`src/rtl/batch_cnt_pkg.sv`:
```
`default_nettype none
// ============================================================================
//  Module      : batch_cnt_pkg
//  Description : Shared types and default sizing for the batch sample
//                counter: the WRAP/HOLD mode encoding and the default
//                channel count, count width and tally width.
//  Revision    : 1.0  - initial release
// ============================================================================
package batch_cnt_pkg;

    // Behaviour once a channel's count reaches batch_size.
    typedef enum logic {
        MODE_WRAP = 1'b0,   // next strobe restarts the batch at 1
        MODE_HOLD = 1'b1    // count freezes until acknowledged
    } mode_e;

    localparam int c_NUM_CH  = 4;
    localparam int c_CNT_W   = 10;
    localparam int c_BATCH_W = 8;

endpackage : batch_cnt_pkg
`default_nettype wire

```
`src/rtl/batch_ch_counter.sv`:
```
`default_nettype none
// ============================================================================
//  Module      : batch_ch_counter
//  Description : One channel of the batch sample counter. Counts sample
//                strobes up to a shared batch length, flags completion,
//                keeps a saturating tally of completed batches and a sticky
//                flag for samples dropped while a batch is held.
//  Ports       : clk, rst        - clock, synchronous active-high reset
//                i_cnt_up        - sample strobe
//                i_clear         - per-channel synchronous clear
//                i_ack           - batch acknowledge (HOLD mode only)
//                i_batch_size    - batch length, 0 disables counting
//                i_mode          - MODE_WRAP / MODE_HOLD
//                o_count         - registered sample count
//                o_done          - registered batch-complete flag
//                o_overflow      - registered sticky dropped-sample flag
//                o_tally         - registered saturating batch tally
//  Revision    : 1.0  - initial release
// ============================================================================
module batch_ch_counter
    import batch_cnt_pkg::*;
#(
    parameter int CNT_W   = c_CNT_W,
    parameter int BATCH_W = c_BATCH_W
) (
    input  logic               clk,
    input  logic               rst,
    input  logic               i_cnt_up,
    input  logic               i_clear,
    input  logic               i_ack,
    input  logic [CNT_W-1:0]   i_batch_size,
    input  mode_e              i_mode,
    output logic [CNT_W-1:0]   o_count,
    output logic               o_done,
    output logic               o_overflow,
    output logic [BATCH_W-1:0] o_tally
);

    localparam logic [CNT_W-1:0] c_ONE  = CNT_W'(1);
    localparam logic [CNT_W-1:0] c_ZERO = '0;

    logic [CNT_W-1:0]   r_count;
    logic               r_done;
    logic               r_overflow;
    logic [BATCH_W-1:0] r_tally;

    logic [CNT_W-1:0]   w_count_nxt;
    logic [CNT_W-1:0]   w_count_inc;
    logic               w_done_nxt;
    logic               w_ovf_set;
    logic               w_complete;
    logic               w_disabled;
    logic               w_at_size;
    logic               w_holding;
    logic               w_size_is_one;

    assign w_disabled    = (i_batch_size == c_ZERO);
    assign w_at_size     = (r_count == i_batch_size);
    assign w_size_is_one = (i_batch_size == c_ONE);
    assign w_holding     = (i_mode == MODE_HOLD) && w_at_size && !w_disabled;
    // Only used when r_count < batch_size, so it can never wrap.
    assign w_count_inc   = r_count + c_ONE;

    always_comb begin
        w_count_nxt = r_count;
        // Without a count change, done survives only while the count still
        // matches the (possibly changed) batch length.
        w_done_nxt  = r_done && w_at_size;
        w_ovf_set   = 1'b0;
        w_complete  = 1'b0;

        if (w_disabled) begin
            w_count_nxt = c_ZERO;
            w_done_nxt  = 1'b0;
        end else if (w_holding) begin
            if (i_ack) begin
                // Release the held batch; a coincident strobe becomes the
                // first sample of the next batch.
                w_count_nxt = i_cnt_up ? c_ONE : c_ZERO;
                w_complete  = i_cnt_up && w_size_is_one;
                w_done_nxt  = w_complete;
            end else if (i_cnt_up) begin
                w_ovf_set = 1'b1;
            end
        end else if (i_cnt_up) begin
            if (r_count < i_batch_size) begin
                w_count_nxt = w_count_inc;
                w_complete  = (w_count_inc == i_batch_size);
            end else begin
                // Either a finished WRAP batch or a batch length lowered
                // below the count. Only the former can complete a
                // single-sample batch.
                w_count_nxt = c_ONE;
                w_complete  = w_at_size && w_size_is_one;
            end
            w_done_nxt = w_complete;
        end
    end

    always_ff @(posedge clk) begin
        if (rst || i_clear) begin
            r_count    <= '0;
            r_done     <= 1'b0;
            r_overflow <= 1'b0;
            r_tally    <= '0;
        end else begin
            r_count <= w_count_nxt;
            r_done  <= w_done_nxt;
            if (w_ovf_set) begin
                r_overflow <= 1'b1;
            end
            if (w_complete && !(&r_tally)) begin
                r_tally <= r_tally + BATCH_W'(1);
            end
        end
    end

    assign o_count    = r_count;
    assign o_done     = r_done;
    assign o_overflow = r_overflow;
    assign o_tally    = r_tally;

endmodule : batch_ch_counter
`default_nettype wire

```
`src/rtl/batch_sample_counter.sv`:
```
`default_nettype none
// ============================================================================
//  Module      : batch_sample_counter
//  Description : NUM_CH independent batch sample counters sharing a batch
//                length and mode, with packed per-channel outputs and a
//                combined any-done flag.
//  Ports       : clk, rst      - clock, synchronous active-high reset
//                cnt_up[N]     - per-channel sample strobe
//                clear[N]      - per-channel synchronous clear
//                ack[N]        - per-channel batch acknowledge (HOLD)
//                batch_size    - shared batch length, 0 disables counting
//                mode          - 0 = WRAP, 1 = HOLD
//                count_out     - channel i at [i*CNT_W +: CNT_W]
//                batch_done[N] - per-channel batch-complete flag
//                overflow[N]   - per-channel sticky dropped-sample flag
//                batch_tally   - channel i at [i*BATCH_W +: BATCH_W]
//                any_done      - OR of batch_done
//  Revision    : 1.0  - initial release
// ============================================================================
module batch_sample_counter
    import batch_cnt_pkg::*;
#(
    parameter int NUM_CH  = c_NUM_CH,
    parameter int CNT_W   = c_CNT_W,
    parameter int BATCH_W = c_BATCH_W
) (
    input  logic                      clk,
    input  logic                      rst,
    input  logic [NUM_CH-1:0]         cnt_up,
    input  logic [NUM_CH-1:0]         clear,
    input  logic [NUM_CH-1:0]         ack,
    input  logic [CNT_W-1:0]          batch_size,
    input  logic                      mode,
    output logic [NUM_CH*CNT_W-1:0]   count_out,
    output logic [NUM_CH-1:0]         batch_done,
    output logic [NUM_CH-1:0]         overflow,
    output logic [NUM_CH*BATCH_W-1:0] batch_tally,
    output logic                      any_done
);

    mode_e w_mode;
    assign w_mode = mode_e'(mode);

    for (genvar g = 0; g < NUM_CH; g++) begin : g_ch
        batch_ch_counter #(
            .CNT_W   (CNT_W),
            .BATCH_W (BATCH_W)
        ) u_ch (
            .clk          (clk),
            .rst          (rst),
            .i_cnt_up     (cnt_up[g]),
            .i_clear      (clear[g]),
            .i_ack        (ack[g]),
            .i_batch_size (batch_size),
            .i_mode       (w_mode),
            .o_count      (count_out[g*CNT_W +: CNT_W]),
            .o_done       (batch_done[g]),
            .o_overflow   (overflow[g]),
            .o_tally      (batch_tally[g*BATCH_W +: BATCH_W])
        );
    end

    // OR of registered flags only; no input reaches this output directly.
    assign any_done = |batch_done;

endmodule : batch_sample_counter
`default_nettype wire

```
`config.mk`:
```
export PLATFORM = sky130hd
export DESIGN_NAME = batch_sample_counter
export DESIGN_NICKNAME = d
export VERILOG_FILES = /design/src/rtl/batch_cnt_pkg.sv /design/src/rtl/batch_ch_counter.sv /design/src/rtl/batch_sample_counter.sv
export SDC_FILE = /design/constraint.sdc
export NUM_CORES = 1
export LEC_CHECK = 0
export CORE_MARGIN = 2
export CORE_UTILIZATION = 41
export CTS_BUF_LIST = sky130_fd_sc_hd__clkbuf_4 sky130_fd_sc_hd__clkbuf_8
export CTS_CLUSTER_DIAMETER = 60
export DETAILED_ROUTE_END_ITERATION = 8
export GPL_ROUTABILITY_DRIVEN = 0
export HOLD_SLACK_MARGIN = 0.12
export PLACE_DENSITY = 0.66
export SETUP_SLACK_MARGIN = 0.2
export SYNTH_ARGS = -nofsm -noshare
export SYNTH_HDL_FRONTEND = slang
export SYNTH_SLANG_ARGS = --single-unit
```
`constraint.sdc`:
```
create_clock -name clk -period 4.4 [get_ports clk]
set_input_delay 0.44 -clock clk [delete_from_list [all_inputs] [get_ports clk]]
set_output_delay 0.44 -clock clk [all_outputs]
set_load 0.02 [all_outputs]
```
==> run_results.csv, run 1 <==
group,metric,value,unit
run_status,status,"finished clean",
setup_path,crit_top_cell,"or3_1",
setup_path,critPathKind,"in2reg",
clocking,cts_tree,"built",
global_route,grt_pass1_vias,6145,
setup_path,worstPathArrival,3.81,ns
global_route,grt_max_degree,18,
setup_path,worstRegToRegCells,8,
sta,whs,0.482,ns
power_and_ir_drop,swShare,24.9,%
power_and_ir_drop,clkPwrFrac,44.0,%
global_route,grt_overflow,0,
route,drc,0,
power_and_ir_drop,switching_power,0.417,mW
global_route,antenna_found_initial,0,
min_path,hold_path_depth,2,
sta,clock_skew,0.0128,ns
setup_path,regToRegStartpoint,"g_ch[1].u_ch.o_count[3]",
route,wl_per_cell,17.1,µm
placement,place_inst,1112,
clocking,clk_latency,0.38,ns
sta,post-route-min-period,3.51,ns
sta,rsz0062_at_grt,"false",
global_route,grt_usage,23.5,%
clocking,cts-root-buf,"clkbuf_8",
sta,fmax,285,MHz
min_path,hp-class,"reg2reg",
layout,fillCellCount,1512,
yosys,syn-num-nets,920,
power_and_ir_drop,power_density,213,mW/mm²
setup_path,r2r-end,"g_ch[1].u_ch.o_tally[5]",
layout,multiInputGateArea,0.00441,mm²
layout,drive_gt1_share,5.53,%
setup_path,worstPathRequired,4.70,ns
sta,drv_slew,0,
clocking,cts.sinks,80,
placement,dp_hpwl,14500,µm
route,ant_nets,0,
sta,worst_pin_slew,0.636,ns
route,drt-vias-per-instance,5.87,
yosys,ys.warnings.count,0,
setup_path,endpoint_kind,"flop",
clocking,cts_setup_buffers,0,
floorplan,die_x,129,µm
global_route,grt_pass1_wl,31100,µm
yosys,async_reset_ff_share,0,%
clocking,clockBufferDepth,2,
route,totalWireLength,19300,µm
route,drtPass1Iterations,6,
power_and_ir_drop,p_seq_share,43.6,%
yosys,synthCells,847,
power_and_ir_drop,leakage,2.90,nW
floorplan,initial_utilization,42.1,%
clocking,numCtsBuffers,9,
floorplan,fp.dieH,129,µm
power_and_ir_drop,internal_power,1.26,mW
yosys,syn_area,0.00639,mm²
setup_path,crit_slowest_cell,"clkdlybuf4s50_1",
sta,hold_viol_final,0,
clocking,cts-resized-gates,0,
setup_path,r2r_setup_slack,1.43,ns
yosys,yosys.area.top_type_share,25.0,%
layout,area_delta_synth_final,22.9,%
placement,port_buffers,105,
floorplan,coreArea,0.0152,mm²
yosys,ys_types,75,
layout,final_net_count,1008,
yosys,syn_area_per_cell,7.55,µm²
setup_path,crit_chain,"clkdlybuf4s50_1 > or4_4 > or3_1 > nor2_8 > nand2_4 > or3b_1 > a31o_1 > or3_1 > a21oi_1",
setup_path,path_max_fanout,11,
yosys,synth_area_leaders,"dfxtp_1 (25%), ha_1 (9.4%), xnor2_1 (5.2%)",
placement,pre_cts_ws,0.521,ns
floorplan,pin_count,106,
placement,dpl_cell_area,0.00759,mm²
power_and_ir_drop,ir_drop,0.000122,V
min_path,min_to,"g_ch[2].u_ch.o_overflow",
setup_path,worst_path_largest_cell_delay,0.66,ns
route,vias,6622,
layout,final_area,0.00786,mm²
floorplan,die-area,0.0166,mm²
sta,setup_tns,0,ns
sta,final-setup-viol-count,0,
yosys,synth_edf_count,0,
route,drtIter0Drc,499,
layout,seq_area,0.00160,mm²
clocking,ctsHoldBuffers,0,
layout,num_antenna_cells,0,
min_path,min_from,"g_ch[2].u_ch.o_overflow",
clocking,htree_num_levels,3,
sta,slew_headroom,57.3,%
yosys,ys_seq_elements,80,
yosys,yosysTopAreaCell,"dfxtp_1",
power_and_ir_drop,comb_power_share,12.4,%
sta,min_period_over_period,79.7,%
setup_path,worstSetupStartpointType,"input port",
floorplan,rows,45,
clocking,clkTransAtPathRegs,0.08,ns
sta,layout_setup_ws,0.892,ns
yosys,ys_seq_area_share,25.0,%
layout,instances_no_fill,1128,
yosys,dominantRegCellSynth,"dfxtp_1",
flow_run,max_cap_viol_count,0,
-- critical path: cells and delay by family --
kind | cells | cell delay [ns]
buffers and inverters | 1 | 0.66
AND/OR/NAND/NOR | 6 | 2.24
AO/OA/AOI/OAI | 2 | 0.45
-- cell type report --
type | instances | share of cell area [%]
clock buffer | 11 | 1.77
clock inverter | 5 | 1.64
inverter | 39 | 1.86
multi-input combinational | 681 | 56.1
sequential | 80 | 20.4
tap | 188 | 2.99
timing repair buffer | 124 | 15.2
-- power by group through the flow --
stage,Clock (mW),Combinational (mW),Sequential (mW)
3_3_place_gp,0,0.202,0.748
5_1_grt,0.783,0.228,0.731
3_5_place_dp,0,0.204,0.747
4_1_cts,0.754,0.205,0.730
2_1_floorplan,0,0.124,0.749
6_report,0.736,0.208,0.730
-- sequential cells by signal (all words and copies together) (netlist names) --
| name | flops |
|---|---|
| g_ch.u_ch.o_overflow | 4 |
| g_ch.u_ch.o_tally | 32 |
| g_ch.u_ch.o_done | 4 |
| g_ch.u_ch.o_count | 40 |
-- Yosys cell counts, types with 7 or more instances --
| master | count |
|---|---|
| and3_1 | 22 |
| nor2_1 | 85 |
| nand3_1 | 50 |
| or4_1 | 7 |
| or3_1 | 20 |
| a21o_1 | 10 |
| inv_1 | 39 |
| ha_1 | 48 |
| mux2i_1 | 8 |
| nor2b_1 | 11 |
| dfxtp_1 | 80 |
| or2_2 | 7 |
| a21oi_1 | 66 |
| o21ai_0 | 50 |
| clkbuf_1 | 32 |
| xor2_1 | 16 |
| nor3_1 | 32 |
| a211oi_1 | 7 |
| nand4_1 | 22 |
| buf_4 | 9 |
| nor4_1 | 12 |
| xnor2_1 | 38 |
| nand2_1 | 64 |
-- routing by layer --
metal	vias to the layer above	part of all wire, %	global-route usage [%]
met5	-	0	0
met4	0	2.1	7.93
met3	35	7.1	4.91
met2	229	44	36.0
met1	3085	47	33.0
li1	3273	-	-
-- through the flow --
step	total power [mW]	utilization (%)
after global placement	0.950	49.9
final	1.67	51.7
after global routing	1.74	51.7
after CTS	1.69	51.7
after floorplan	0.873	-
after detailed placement	0.951	49.9
-- placed cells by master, fill, tap and decap left out, types with 8 or more instances in the layout --
master	instances
and3_1	22
a21oi_1	66
buf_4	19
nor2_1	85
nand2_1	64
nand4_1	22
o21ai_0	50
mux2i_1	8
dfxtp_1	80
ha_1	48
clkdlybuf4s50_1	105
nand3_1	50
or3_1	20
inv_1	39
xnor2_1	38
xor2_1	16
nor2b_1	11
nor4_1	12
a21o_1	10
nor3_1	32
clkbuf_8	9
-- logic make-up (layout without fill, tap and decap cells) --
| logic type | after synthesis | after routing | share of synthesized area [%] |
|---|---|---|---|
| AOI/OAI and AO/OA | 200 | 200 | 19.8 |
| xor gates and xnor gates | 56 | 56 | 8.12 |
| adders and majority gates | 48 | 48 | 9.39 |
| buffers and inverters | 86 | 179 | 5.97 |
| DFF | 80 | 80 | 25.0 |
| muxes | 8 | 8 | 1.25 |
| and+or+nand+nor | 369 | 369 | 30.4 |
-- how the worst max path moves through the flow --
stage,cells past startpoint,endpoint,startpoint,slack [ns]
final,9,g_ch[0].u_ch.o_tally[5],batch_size[9],0.89
after global routing,10,g_ch[0].u_ch.o_count[3],batch_size[9],0.74
after CTS,9,g_ch[0].u_ch.o_tally[5],batch_size[9],0.95
after detailed placement,9,g_ch[0].u_ch.o_tally[3],batch_size[9],0.52
after global placement,9,g_ch[0].u_ch.o_tally[3],batch_size[7],0.58
after floorplan,11,g_ch[0].u_ch.o_tally[4],batch_size[7],0.93
Power figures use the tool's default switching activity.
==> run 2: changes to the inputs <==
Settings changed: PLACE_DENSITY 0.66 to 0.69.
Clock period 4.4 ns to 3.14 ns, I/O delays scaled along.
==> run 2 against run 1 <==
  * Setup slack got worse by 0.69 ns
  * Wire length is 7.3% higher
  * Flip-flop and latch count did not move
  * Highest routed layer unchanged
  * Power grew 35%
  * Cell count increased by 8.4%
  * Critical endpoint is now g_ch[3].u_ch.o_tally[1]
  * Cell area up 12%
==> run_results.csv, run 2 (synthesized netlist as in run 1, its figures left out) <==
group,metric,value,unit
setup_path,path_max_fanout,6,
setup_path,worstSetupStartpointType,"input port",
sta,rsz0062_at_grt,"false",
layout,final_area,0.00877,mm²
global_route,grt_usage,24.7,%
flow_run,max_cap_viol_count,0,
floorplan,fp.dieH,129,µm
setup_path,crit_slowest_cell,"clkdlybuf4s50_1",
layout,final_cell_mix,"buf_4 (111), clkdlybuf4s50_1 (102), nor2_1 (85), dfxtp_1 (78), nand2_1 (64)",
route,totalWireLength,20700,µm
sta,drv_slew,0,
clocking,ctsHoldBuffers,0,
setup_path,crit_chain,"clkdlybuf4s50_1 > inv_1 > buf_4 > ha_1 > nand2_1 > or4_4 > o21ai_4 > nor4_4 > a32oi_2 > buf_6 > nor2_4 > buf_4 > nand3_1 > o21ai_0",
global_route,grt_overflow,0,
route,drt-vias-per-instance,5.71,
placement,port_buffers,105,
route,drtPass1Iterations,8,
global_route,grt_max_degree,18,
clocking,cts_tree,"built",
sta,setup_tns,0,ns
layout,final_common_cell,"buf_4",
clocking,clk_latency,0.38,ns
route,ant_nets,0,
sta,clock_skew,0.0128,ns
floorplan,die_x,129,µm
setup_path,worstPathArrival,3.21,ns
floorplan,coreArea,0.0152,mm²
setup_path,worstPathRequired,3.40,ns
setup_path,critPathKind,"in2reg",
sta,slew_headroom,63.6,%
route,drc,0,
sta,final-setup-viol-count,0,
floorplan,die-area,0.0166,mm²
placement,dpl_cell_area,0.00830,mm²
sta,hold_viol_final,0,
setup_path,worst_path_largest_cell_delay,0.60,ns
clocking,clkTransAtPathRegs,0.09,ns
global_route,grt_pass1_vias,6320,
setup_path,endpoint_kind,"flop",
route,drtIter0Drc,510,
layout,area_delta_synth_final,37.1,%
route,wl_per_cell,17.0,µm
run_status,status,"finished clean",
floorplan,rows,45,
power_and_ir_drop,ir_drop,0.000165,V
layout,num_antenna_cells,0,
power_and_ir_drop,leakage,3.38,nW
layout,largest_reg_flops,40,
clocking,cts.sinks,80,
setup_path,crit_buf_inv,5,
floorplan,initial_utilization,42.1,%
sta,min_period_over_period,93.6,%
clocking,numCtsBuffers,9,
layout,final_net_count,1103,
clocking,cts-root-buf,"clkbuf_8",
power_and_ir_drop,power_density,258,mW/mm²
sta,post-route-min-period,2.94,ns
setup_path,path_delay_family,"buffers and inverters",
sta,fmax,340,MHz
clocking,htree_num_levels,3,
layout,drive_gt1_share,17.5,%
sta,worst_pin_slew,0.544,ns
clocking,clockBufferDepth,2,
min_path,hp-class,"reg2reg",
floorplan,pin_count,106,
setup_path,crit_top_cell,"buf_4",
route,vias,6989,
global_route,grt_pass1_wl,32700,µm
global_route,antenna_found_initial,0,
placement,dp_hpwl,15600,µm
==> run 2: cell types whose count changed in the layout (fill, tap and decap cells not counted), moves of 3 or more <==
| cell | change |
|---|---|
| buf_4 | +92 |
| a2111oi_0 | -4 |
| a21oi_1 | -4 |
| a21oi_2 | +3 |
| clkdlybuf4s50_1 | -3 |
| dlymetal6s2s_1 | +3 |
| ha_1 | -3 |
| or3_1 | -3 |
| or3_4 | +3 |
==> run 2: final cells by class <==
cell class	count	area, µm²
fill	1433	6440
sequential	80	1600
inverter	39	150
tap	188	235
multi-input combinational	682	4630
clock inverter	5	81.3
timing repair buffer	218	1920
clock buffer	11	139
==> run 2: worst paths after layout <==
path                           start                       to  slack, ns  cells after the start
max reg2reg  g_ch[0].u_ch.o_count[3]  g_ch[0].u_ch.o_tally[3]       0.31                      9
max                    batch_size[2]  g_ch[3].u_ch.o_tally[1]       0.20                     14
min          g_ch[1].u_ch.o_overflow  g_ch[1].u_ch.o_overflow       0.49                      2
min reg2reg  g_ch[1].u_ch.o_overflow  g_ch[1].u_ch.o_overflow       0.49                      2
==> run 2: timing repair <==
item	4_1_cts	5_1_grt
resized for setup	2	43
buffers inserted	0	3
pin swaps	0	10
cloned	0	1
setup endpoints to repair	10	56
==> run 2: worst register-to-register path, stage by stage, from the launching register on <==
cell       delay (ns)
dfxtp_1          0.54
ha_1             0.33
a21o_1           0.16
a21oi_1          0.16
nor3b_2          0.08
a2111oi_4        0.40
nand4bb_1        0.27
a31o_4           0.32
or3_4            0.37
a21oi_2          0.13
==> run 2: layer usage <==
metal	vias to the layer above	part of all wire, %	global-route usage [%]
li1	3464	-	-
met1	3282	48	35.3
met2	219	44	38.0
met3	24	6.2	5.74
met4	0	1.3	5.56
met5	-	0	0
==> run 2: stage by stage <==
step | util [%] | setup slack [ns] | instances | hold WS (ns) | total power [mW]
6_report | 57.7 | 0.199 | 1223 | 0.490 | 2.26
4_1_cts | 56.1 | 0.202 | 1219 | 0.503 | 2.27
3_3_place_gp | 54.6 | -0.172 | 1203 | 0.472 | 1.38
5_1_grt | 57.7 | 0.166 | 1223 | 0.520 | 2.34
3_5_place_dp | 54.6 | -0.238 | 1203 | 0.483 | 1.38
2_1_floorplan | - | 0.201 | 847 | 0.391 | 1.22
==> run 2: power by group <==
part	leakage (nW)	internal, mW	switching [mW]
clock	0.110	0.466	0.419
sequential	0.646	1.02	0.00647
combinational	2.63	0.159	0.194
